<file path="config.mk">
export PLATFORM = sky130hd
export DESIGN_NAME = mux2_rr_arbiter_flat
export DESIGN_NICKNAME = d
export VERILOG_FILES = /design/src/rtl/mux2_rr_arbiter_if.sv /design/src/rtl/mux2_rr_arbiter.sv /design/src/flat_wrapper.sv
export SDC_FILE = /design/constraint.sdc
export NUM_CORES = 1
export LEC_CHECK = 0
export CAP_MARGIN = 40
export CORE_AREA = 8 8 45 47
export DETAILED_ROUTE_END_ITERATION = 10
export DIE_AREA = 0 0 53 55
export PLACE_DENSITY = 0.71
export SETUP_SLACK_MARGIN = 0.2
export SLEW_MARGIN = 0
export SYNTH_ARGS = -nofsm -noshare
export SYNTH_HDL_FRONTEND = slang
export SYNTH_SLANG_ARGS = --single-unit
</file>
<file path="constraint.sdc">
create_clock -name clk -period 1.8 [get_ports clk]
set_input_delay 0.36 -clock clk [delete_from_list [all_inputs] [get_ports clk]]
set_output_delay 0.36 -clock clk [all_outputs]
set_load 0.02 [all_outputs]
</file>
<file path="src/rtl/mux2_rr_arbiter_if.sv">
// mux2_rr_arbiter_if: two upstream valid/data/last/ready streams, one downstream stream, grant status
// Ports: in0_*/in1_* upstream streams, out_* downstream stream, sel (grant/mux select), busy (grant held).
// The master modport is the arbiter's view; slave is the producers/consumer side.
interface mux2_rr_arbiter_if #(
    parameter int WIDTH = 8
);
    logic             in0_valid;
    logic [WIDTH-1:0] in0_data;
    logic             in0_last;
    logic             in0_ready;
    logic             in1_valid;
    logic [WIDTH-1:0] in1_data;
    logic             in1_last;
    logic             in1_ready;
    logic             out_valid;
    logic [WIDTH-1:0] out_data;
    logic             out_last;
    logic             out_ready;
    logic             sel;
    logic             busy;
    modport master (
        input  in0_valid, in0_data, in0_last, in1_valid, in1_data, in1_last, out_ready,
        output in0_ready, in1_ready, out_valid, out_data, out_last, sel, busy
    );
    modport slave (
        output in0_valid, in0_data, in0_last, in1_valid, in1_data, in1_last, out_ready,
        input  in0_ready, in1_ready, out_valid, out_data, out_last, sel, busy
    );
endinterface

</file>
<file path="src/rtl/mux2_rr_arbiter.sv">
// mux2_rr_arbiter: two-requester round-robin arbiter steering a pure 2:1 stream mux from a registered grant
// Ports: clk; rst (synchronous, active-high); bus (mux2_rr_arbiter_if.master) with in0/in1 valid/data/last/ready,
//   out valid/data/last/ready, sel (registered grant, 0 = in0) and busy (grant held).
// MUX2_ARB_PKT_LOCK_EN defined: a grant lasts until the selected packet's last beat; undefined: one beat per grant.
module mux2_rr_arbiter (
    input logic clk,
    input logic rst,
    mux2_rr_arbiter_if.master bus
);
    typedef enum logic {IDLE, GRANT} state_t;
    state_t state, state_nx;
    logic sel, sel_nx, prio, prio_nx, grant, sel_valid, sel_last, accept, done;
    assign grant     = state == GRANT;
    assign sel_valid = sel ? bus.in1_valid : bus.in0_valid;
    assign sel_last  = sel ? bus.in1_last : bus.in0_last;
    assign accept    = grant & sel_valid & bus.out_ready;
`ifdef MUX2_ARB_PKT_LOCK_EN
    assign done = accept & sel_last;
`else
    assign done = accept;
`endif
    always_ff @(posedge clk) begin
        if (rst) begin
            state <= IDLE;
            sel   <= 1'b0;
            prio  <= 1'b0;
        end else begin
            state <= state_nx;
            sel   <= sel_nx;
            prio  <= prio_nx;
        end
    end
    // sel is left unchanged when a grant ends so the mux keeps pointing at the last owner through the bubble
    always_comb begin
        state_nx = state;
        sel_nx   = sel;
        prio_nx  = prio;
        if (!grant && (bus.in0_valid || bus.in1_valid)) begin
            state_nx = GRANT;
            sel_nx   = (bus.in0_valid && bus.in1_valid) ? prio : bus.in1_valid;
        end else if (done) begin
            state_nx = IDLE;
            prio_nx  = ~sel;
        end
    end
    assign bus.out_valid = grant & sel_valid;
    assign bus.in0_ready = grant & ~sel & bus.out_ready;
    assign bus.in1_ready = grant & sel & bus.out_ready;
    assign bus.out_data  = sel ? bus.in1_data : bus.in0_data;
    assign bus.out_last  = sel_last;
    assign bus.sel       = sel;
    assign bus.busy      = grant;
endmodule

</file>
<file path="src/flat_wrapper.sv">
// flat-port wrapper written by rule: the top's interface ports become plain ports
module mux2_rr_arbiter_flat 
  (clk, rst, bus_in0_valid, bus_in0_data, bus_in0_last, bus_in1_valid, bus_in1_data, bus_in1_last, bus_out_ready, bus_in0_ready, bus_in1_ready, bus_out_valid, bus_out_data, bus_out_last, bus_sel, bus_busy);
  mux2_rr_arbiter_if bus_i ();
  input logic clk;
  input logic rst;
  input wire logic [$bits(bus_i.in0_valid)-1:0] bus_in0_valid;
  input wire logic [$bits(bus_i.in0_data)-1:0] bus_in0_data;
  input wire logic [$bits(bus_i.in0_last)-1:0] bus_in0_last;
  input wire logic [$bits(bus_i.in1_valid)-1:0] bus_in1_valid;
  input wire logic [$bits(bus_i.in1_data)-1:0] bus_in1_data;
  input wire logic [$bits(bus_i.in1_last)-1:0] bus_in1_last;
  input wire logic [$bits(bus_i.out_ready)-1:0] bus_out_ready;
  output wire logic [$bits(bus_i.in0_ready)-1:0] bus_in0_ready;
  output wire logic [$bits(bus_i.in1_ready)-1:0] bus_in1_ready;
  output wire logic [$bits(bus_i.out_valid)-1:0] bus_out_valid;
  output wire logic [$bits(bus_i.out_data)-1:0] bus_out_data;
  output wire logic [$bits(bus_i.out_last)-1:0] bus_out_last;
  output wire logic [$bits(bus_i.sel)-1:0] bus_sel;
  output wire logic [$bits(bus_i.busy)-1:0] bus_busy;
  assign bus_i.in0_valid = bus_in0_valid;
  assign bus_i.in0_data = bus_in0_data;
  assign bus_i.in0_last = bus_in0_last;
  assign bus_i.in1_valid = bus_in1_valid;
  assign bus_i.in1_data = bus_in1_data;
  assign bus_i.in1_last = bus_in1_last;
  assign bus_i.out_ready = bus_out_ready;
  assign bus_in0_ready = bus_i.in0_ready;
  assign bus_in1_ready = bus_i.in1_ready;
  assign bus_out_valid = bus_i.out_valid;
  assign bus_out_data = bus_i.out_data;
  assign bus_out_last = bus_i.out_last;
  assign bus_sel = bus_i.sel;
  assign bus_busy = bus_i.busy;
  mux2_rr_arbiter u_core (.clk(clk), .rst(rst), .bus(bus_i));
endmodule
</file>
After elaboration in Yosys (flattened, before gate mapping)
Cells that the tools add are included.

storage, ports and cells
  bits in registers = 3
  input port bits = 23
  word-level logic and storage cells = 23

cells by class
  multiplexer cells = 6
  bitwise logic cells = 8
  reductions and logical operators = 6

operators by type and width
  cell                 number
  8-bit two-way mux    1
  1-bit bitwise AND    6
  1-bit two-way mux    5
  1-bit logical AND    2
  1-bit NOT            2
  2-bit AND reduction  1
  2-bit nonzero test   1
  1-bit zero test      1
  1-bit logical OR     1

Longest topological paths before layout
  depth after elaboration = 5
  depth in mapped cells = 4

Worst setup path before layout
OpenSTA, ideal clock, no wires.

  path kind = register to output
  from = register u_core.sel, in the netlist u_core.bus.sel
  to = output port bus_out_data[0]
  arrival = 1.061 ns
  data required time = 1.440 ns
  setup slack = 0.379 ns
  cell stages (with the launch flop) = 4
  buffers on the path = 2
  path through = dfxtp_1 -> buf_6 -> buf_6 -> mux2_4

between the ends
  cells in the longest elaborated chain, start to end = 1

RTL lines
  what                      RTL line               text
  start: declaration        mux2_rr_arbiter.sv:12  logic sel, sel_nx, prio, prio_nx, grant, sel_valid, sel_last, accept, done;
  start signal: assignment  mux2_rr_arbiter.sv:29  sel <= sel_nx;
  8-bit two-way mux         mux2_rr_arbiter.sv:49  assign bus.out_data = sel ? bus.in1_data : bus.in0_data;
  end: declaration          flat_wrapper.sv:17     output wire logic [$bits(bus_i.out_data)-1:0] bus_out_data;

No other way between the ends.

Worst setup path after layout
  from = register u_core.sel, in the netlist u_core.bus.sel
  to = output port bus_out_data[5]

Same word-level chain as after synthesis.

==> flow_metrics.env <==
export IMPL_wl_met3_um=169
export IMPL_whs_ps=526
export IMPL_synth_common_cells="6 x mux2_4, 4 x nor2_1, 3 x dfxtp_1, 3 x mux2_2"
export IMPL_wl_met1_um=375
export IMPL_grt_overflow_total=0
export IMPL_dr_max_layer_used="met4"
export IMPL_drt_total_wl_um=1180
export IMPL_setup_tns_ps=0
export IMPL_rsz0062_at_grt="true"
export IMPL_start_util=0.214
export IMPL_numCtsBuffers=3
export IMPL_cp_arrival_ps=1200
export IMPL_cap_viol_max_count=0
export IMPL_pre_cts_ws_ps=-206
export IMPL_grt_pass1_wl_um=1950
export IMPL_hold_viol=0
export IMPL_ys_seq_area_frac=0.203
export IMPL_final_util=0.503
export IMPL_synth_edf_count=0
export IMPL_synth_cell_types=16
export IMPL_cp_max_fo=8
export IMPL_cts_setup_buffers=0
export IMPL_die_area_um2=2920
export IMPL_synth_warnings=0
export IMPL_core_um2=1380
export IMPL_relSlewSlack=0.858
export IMPL_fin_ws_ps=236
export IMPL_synthCells=30
export IMPL_worstMarginPinSlew_ps=213
export IMPL_grt_start_max_net_pins=9
export IMPL_yosysTopAreaCell="mux2_4"
export IMPL_drt_pass1_iter_count=2
export IMPL_die_height_um=55
export IMPL_min_path_type="flop to flop"
export IMPL_routedWlPerCell_um=13.1
export IMPL_numPortBuffers=36
export IMPL_drv_slew=0
export IMPL_finClkSkew_ps=3.36
export IMPL_drc=0
export IMPL_die_x_um=53
export IMPL_ys_seq_elements=3
export IMPL_clk_latency_ps=240
export IMPL_met2_length_um=623
export IMPL_synth_flop_cell="dfxtp_1"
export IMPL_dp_hpwl_um=1000
export IMPL_synth_nets=53
export IMPL_min_period_over_period=0.869
export IMPL_syn_to_final_growth_pct=135
export IMPL_required_ps=1440
export IMPL_finalSetupViolations=0
export IMPL_avgSynthCellArea_um2=9.88
export IMPL_cts_sinks=3
export IMPL_fmax_mhz=639
export IMPL_power_density_nw_per_um2=554
export IMPL_finalNetCount=98
export IMPL_viasPerCell=4.46
export IMPL_ctsHtreeMaxLevel=1
export IMPL_antenna_left=0
export IMPL_startpoint_type="flop"
export IMPL_synth_top_area_frac=0.304
export IMPL_synth_most_common_cell="mux2_4"
export IMPL_grt_pass1_vias=452
export IMPL_clk_pin_slew_worst_paths_ps=40
export IMPL_end_kind="output pin"
export IMPL_period_needed_ps=1560
export IMPL_netlist_area_um2=297
export IMPL_cts_tree="built"
export IMPL_diodes=0
export IMPL_root_buffer="clkbuf_4"
export IMPL_ios=37
export IMPL_grtUsageTotal=0.0896
export IMPL_vias=401
export IMPL_drtIter0Drc=1
export IMPL_gp_congestion=0.759
export IMPL_drive_gt1_frac=0.446
export IMPL_static_leakage_power_nw=0.320
export IMPL_antenna_found_initial=0
export IMPL_clk_path_buf_depth=2
export IMPL_status="completed"
export IMPL_n_fill_cell=154
export IMPL_vdd_drop_max_uv=401
export IMPL_synth_top_cells_by_area="mux2_4 30%, dfxtp_1 20%, mux2_2 11%, buf_6 7.6%, nor2_1 5.1%"
export IMPL_rows=14
export IMPL_ys_async_sr_fraction=0
export IMPL_crit_type="flop to output pin"
sequential cells by signal, indices dropped and copies added (netlist names):
| register | flops |
|---|---|
| u_core.bus.sel | 1 |
| u_core.bus.busy | 1 |
| u_core.prio | 1 |
metrics by stage:
stage	instance area [µm²]	std cells	power, mW
2_1_floorplan	297	30	0.172
3_3_place_gp	712	86	0.283
3_5_place_dp	712	86	0.285
4_1_cts	689	90	0.393
5_1_grt	696	90	0.414
6_report	696	90	0.385
worst max-delay path: stages, from the launching register on:
cell,delay (ps)
dfxtp_4,350
buf_12,120
mux2_2,330
buf_2,160
where the power goes:
part | internal [mW] | switching [mW] | total (mW) | leakage (nW)
Combinational | 0.111 | 0.0733 | 0.185 | 0.279
Clock | 0.0832 | 0.0368 | 0.120 | 0.0150
Sequential | 0.0731 | 0.00746 | 0.0806 | 0.0256
Total | 0.268 | 0.118 | 0.385 | 0.320
path summary, 6_finish.rpt:
path	start	end	slack (ps)	cells past startpoint
max	u_core.bus.sel	bus_out_data[5]	240	3
min	u_core.prio	u_core.prio	530	2
max reg2reg	u_core.bus.sel	u_core.bus.busy	840	4
min reg2reg	u_core.prio	u_core.prio	530	2
cells by family after synthesis:
kind of cell | count (synthesis) | share of synthesized area
and+or+nand+nor | 7 | 0.105
DFF | 3 | 0.203
muxes | 10 | 0.451
AOI/OAI and AO/OA | 6 | 0.139
buffers and inverters | 4 | 0.101
cell usage in the layout, fill, tap and decap left out, drive strengths merged, types with 2 or more instances in the layout:
cell type / n
dlygate4sd2: 2
dfxtp: 3
clkbuf: 4
inv: 2
mux2: 9
buf: 18
clkdlybuf4s50: 22
nor2: 4
area by class of cell:
| cell class | instances | area [µm²] | area share |
|---|---|---|---|
| flip-flops and latches | 3 | 63.8 | 0.0917 |
| repair buffers | 42 | 368 | 0.529 |
| inverters | 2 | 7.51 | 0.0108 |
| well taps | 16 | 20.0 | 0.0288 |
| clock buffers | 4 | 26.3 | 0.0378 |
| multi-input cells | 23 | 210 | 0.302 |
per-layer routing:
metal | GRT usage | vias up
li1 | - | 197
met1 | 0.0759 | 182
met2 | 0.158 | 20
met3 | 0.0642 | 2
met4 | 0.0388 | 0
met5 | 0 | -
repair_timing:
item                                    in CTS  in global routing
hold buffers                                 0                  0
gates resized for setup                     51                  6
hold endpoints to repair                     0                  0
endpoints found under the setup margin      14                  4
No activity file was read; power rests on OpenSTA's default activity.
